File: src/rtl/hazard_sequencer.sv
// hazard_sequencer: front-end stall/flush/redirect control with mult/div occupancy and stall-cycle counter
module hazard_sequencer #(
  parameter int MD_LATENCY = 4,
  parameter int CNT_WIDTH = 16
) (
  input  logic                 clk,
  input  logic                 reset,
  input  logic                 jump,
  input  logic                 branch_flag,
  input  logic                 reg_equal_flag,
  input  logic [4:0]           id_rs,
  input  logic [4:0]           id_rt,
  input  logic                 id_uses_rt,
  input  logic                 ex_mem_read,
  input  logic [4:0]           ex_rt,
  input  logic                 md_start,
  input  logic                 id_md_dep,
  input  logic                 imem_ready,
  output logic                 pc_write,
  output logic                 if_id_stall,
  output logic                 if_id_flush,
  output logic                 id_ex_bubble,
  output logic                 redirect_take,
  output logic                 md_busy,
  output logic [CNT_WIDTH-1:0] stall_cycles
);
  typedef enum logic {IDLE, BUSY} md_state_t;
  md_state_t state, state_n;
  logic [7:0] md_cnt, md_cnt_n;
  logic redirect, load_use, md_hold, stall, md_accept;
  assign redirect = jump || (branch_flag && reg_equal_flag);
  assign load_use = ex_mem_read && (ex_rt != 5'd0) &&
                    (ex_rt == id_rs || (id_uses_rt && ex_rt == id_rt));
  assign md_busy = state == BUSY;
  assign md_hold = md_busy && (md_start || id_md_dep);
  assign stall = !reset && (load_use || md_hold);
  assign pc_write = !reset && !stall && (redirect || imem_ready);
  assign if_id_stall = stall;
  assign id_ex_bubble = stall;
  assign redirect_take = !reset && !stall && redirect;
  assign if_id_flush = !reset && !stall && (redirect || !imem_ready);
  assign md_accept = md_start && !stall;
  always_comb begin
    state_n = (state == IDLE) ? (md_accept ? BUSY : IDLE) : (md_cnt == 8'd0 ? IDLE : BUSY);
    md_cnt_n = (state == IDLE) ? (md_accept ? 8'(MD_LATENCY - 1) : md_cnt)
                               : (md_cnt == 8'd0 ? md_cnt : md_cnt - 8'd1);
  end
  always_ff @(posedge clk) begin
    if (reset) begin
      state <= IDLE;
      md_cnt <= 8'd0;
      stall_cycles <= '0;
    end else begin
      state <= state_n;
      md_cnt <= md_cnt_n;
      if (!pc_write && stall_cycles != {CNT_WIDTH{1'b1}})
        stall_cycles <= stall_cycles + CNT_WIDTH'(1);
    end
  end
endmodule

File: config.mk
export PLATFORM = sky130hd
export DESIGN_NAME = hazard_sequencer
export DESIGN_NICKNAME = d
export VERILOG_FILES = /design/src/rtl/hazard_sequencer.sv
export SDC_FILE = /design/constraint.sdc
export NUM_CORES = 1
export LEC_CHECK = 0
export CORE_MARGIN = 2
export CORE_UTILIZATION = 45
export CTS_CLUSTER_DIAMETER = 50
export DETAILED_ROUTE_END_ITERATION = 8
export PLACE_DENSITY = 0.79
export SLEW_MARGIN = 25
export SYNTH_ARGS = -nofsm -noshare
export SYNTH_HDL_FRONTEND = slang
export SYNTH_SLANG_ARGS = --single-unit
File: constraint.sdc
create_clock -name clk -period 2.67 [get_ports clk]
set_input_delay 0.4005 -clock clk [delete_from_list [all_inputs] [get_ports clk]]
set_output_delay 0.4005 -clock clk [all_outputs]
set_load 0.05 [all_outputs]
==> impl_metrics.csv <==
group,metric,value,unit
outcome,status,"completed",
worst_setup_path,cp_slowest_cell,"or4_4",
timing,slew-limit-headroom,64.9,%
global_route,grt-ovfl-total,0,
timing,rsz0062_at_grt,"no",
cts,insertion_delay,0.32,ns
hold_path,hp-class,"flop to flop",
global_route,grt_pass1_vias,1452,
cts,cts_hold_buf,0,
cts,root_buffer,"clkbuf_4",
cts,cts_buffer_depth,2,
timing,setup_violations,0,
drt,ant_nets,0,
floorplanning,dieWidth,60.5,um
floorplanning,core_area,3050,sq um
synth,syn_inst,180,
power_and_ir_drop,ir_worst_vdd,300,uV
worst_setup_path,path_buf_inv,2,
floorplanning,die_height,60.5,um
drt,drt_drc_violations_left,0,
timing,finalMaxSlewViolations,0,
synth,yosysMostFrequentCell,"dfxtp_1",
cts,tritoncts.num_buffers,3,
worst_setup_path,start_kind,"input pin",
place,io_buffers,46,
timing,clock_skew,0.00770,ns
worst_setup_path,worstPathCellList,"dlygate4sd2_1 -> or4_4 -> o21ai_2 -> nor2_1 -> or3_4 -> a21oi_4 -> buf_12",
timing,worstMarginPinSlew,0.525,ns
synth,netlist.area_leader.share,34.8,%
job,drv_cap,0,
cells_and_area,fin_area,2100,sq um
cts,clk_transition_reported_paths,0.13,ns
place,gp_congestion,0.777,
power_and_ir_drop,p_leak,0.765,nW
global_route,track_usage,20.9,%
synth,ys_seq_area_share,34.8,%
place,post_dp_cell_area,2020,sq um
global_route,grt_max_degree,30,
worst_setup_path,path_class,"input pin to output pin",
timing,post-route-period-util,96.4,%
global_route,grt_first_pass_wirelength,5840,um
synth,syn-cell-area,1440,sq um
floorplanning,rows,20,
cells_and_area,area_delta_synth_final,46.3,%
worst_setup_path,crit_arrival,2.17,ns
floorplanning,start_util,47.0,%
worst_setup_path,critPathCaptureType,"output pin",
synth,yosysTopAreaCell,"dfxtp_1",
cells_and_area,diodes,0,
global_route,antenna_found_initial,0,
power_and_ir_drop,pwr_density_cell,443,nW/um^2
power_and_ir_drop,power,0.930,mW
synth,ys_warn_count,0,
cells_and_area,fin_nets,258,
synth,synth-async-reset-ratio,0,%
cts,clkSinkCount,25,
worst_setup_path,crit_path_max_incr_delay,0.55,ns
floorplanning,dieArea,3660,sq um
timing,post-route-min-period,2.57,ns
drt,vias_per_cell,5.57,
cts,cts_tree,"done",
timing,holdWs,0.508,ns
place,dp_hpwl,2740,um
drt,routed_wl,3760,um
synth,synth_cell_types,39,
synth,synth_edf_count,0,
worst_setup_path,required,2.27,ns
synth,synth-seq-cells,25,
drt,via_count,1525,
drt,drt_iter0_drc,52,
synth,synth.avg_cell_area,7.98,sq um
timing,hold_viol_final,0,
cells_and_area,drive_gt1_share,13.0,%
floorplanning,ioPinCount,47,
drt,routedWlPerCell,13.7,um
synth,syn_nets,207,
drt,firstDrtPassIters,4,
synth,synth_common_cells,"25 x dfxtp_1, 17 x a21oi_1, 16 x nor2_1, 12 x o21ai_0",
cts,htree_levels,1,
worst_setup_path,critPathTopFamily,"simple AND/OR/NAND/NOR gates",
synth,synthFlopType,"dfxtp_1",
worst_setup_path,worstPathMaxFanout,3,
synth,synthTopCellsByArea,"dfxtp_1 35%, xor2_1 6.1%, a21oi_1 5.9%",
timing,max_freq,389,MHz
==> sequential cells by signal, summed over array words and instances, names as in the netlist <==
| name | flops |
|---|---|
| stall_cycles | 16 |
| md_cnt | 8 |
| md_busy | 1 |
==> timing repair <==
action,CTS,global route
endpoints found under the hold margin,0,0
setup buffers,1,1
endpoints found under the setup margin,3,5
gates resized for setup,9,5
pin swaps,2,3
==> worst paths after layout <==
path | cells past startpoint | from | end | slack, ns
worst max-delay path | 7 | ex_rt[1] | if_id_flush | 0.1
worst min-delay path | 2 | stall_cycles[7] | stall_cycles[7] | 0.51
worst max register to register | 8 | md_cnt[0] | md_cnt[7] | 0.20
worst min register to register | 2 | stall_cycles[7] | stall_cycles[7] | 0.51
==> metal layers <==
metal / global-route usage, % / up-vias / part of all wire, %
met4: 9.32 / 0 / 1.2
met2: 38.4 / 46 / 49
met3: 4.26 / 4 / 7.1
met1: 23.1 / 707 / 43
met5: 0 / - / 0
li1: - / 768 / -
==> worst register-to-register path, cell delays in order (launching register included) <==
cell and delay [ns]:
dfxtp_1 0.36, inv_1 0.06, ha_1 0.21, or4b_4 0.50, o41a_1 0.35, or3_1 0.31
o22a_2 0.28, or2_1 0.24, a21oi_2 0.10
==> kinds of logic after synthesis <==
| family | count (synthesis) | synth area share (%) |
|---|---|---|
| DFF | 25 | 34.8 |
| adders and majority gates | 2 | 1.74 |
| buffers and inverters | 16 | 5.05 |
| AOI/OAI and AO/OA | 50 | 22.2 |
| and+or+nand+nor | 74 | 28.0 |
| muxes | 2 | 1.48 |
| xor gates and xnor gates | 11 | 6.71 |
==> through the flow <==
step | util (%) | instances | setup WS (ns) | TNS, ns
global placement | 66.1 | 268 | -0.184 | -0.581
CTS | 68.0 | 273 | 0.000812 | 0
global route | 68.8 | 274 | 0.0191 | 0
detailed placement | 66.1 | 268 | -0.233 | -0.959
finish | 68.8 | 274 | 0.0963 | 0
floorplan | - | 180 | 0.00662 | 0
==> area by class of cell <==
cell class / instances / area, sq um
fillers: 252 / 952
multi-input cells: 139 / 902
repair buffers: 57 / 598
flip-flops and latches: 25 / 500
well taps: 44 / 55.1
clock buffers: 4 / 26.3
inverters: 5 / 18.8
==> cell usage in the layout, fill, tap and decap left out, types with 2 or more instances in the layout <==
cell,n
clkdlybuf4s50_1,36
dfxtp_1,25
a21oi_1,16
nor2_1,14
o21ai_0,11
nand2_1,11
buf_4,11
xor2_1,10
or3_1,10
nand4_1,6
inv_1,5
and3_1,5
or4_1,5
nand3_1,5
buf_12,5
nor3_1,4
nor2b_1,4
o31ai_1,4
a311oi_1,4
a211oi_1,3
clkbuf_4,3
dlymetal6s2s_1,3
nor2_4,2
a2bb2oi_1,2
nand2b_1,2
a31oi_1,2
ha_1,2
dlygate4sd2_1,2
==> report_power, final <==
part	switching (mW)	leakage (nW)	internal (mW)
registers	0.0287	0.203	0.395
logic	0.175	0.547	0.160
clock network	0.112	0.0150	0.0586
total	0.315	0.765	0.614
No activity file was read; power rests on OpenSTA's default activity.
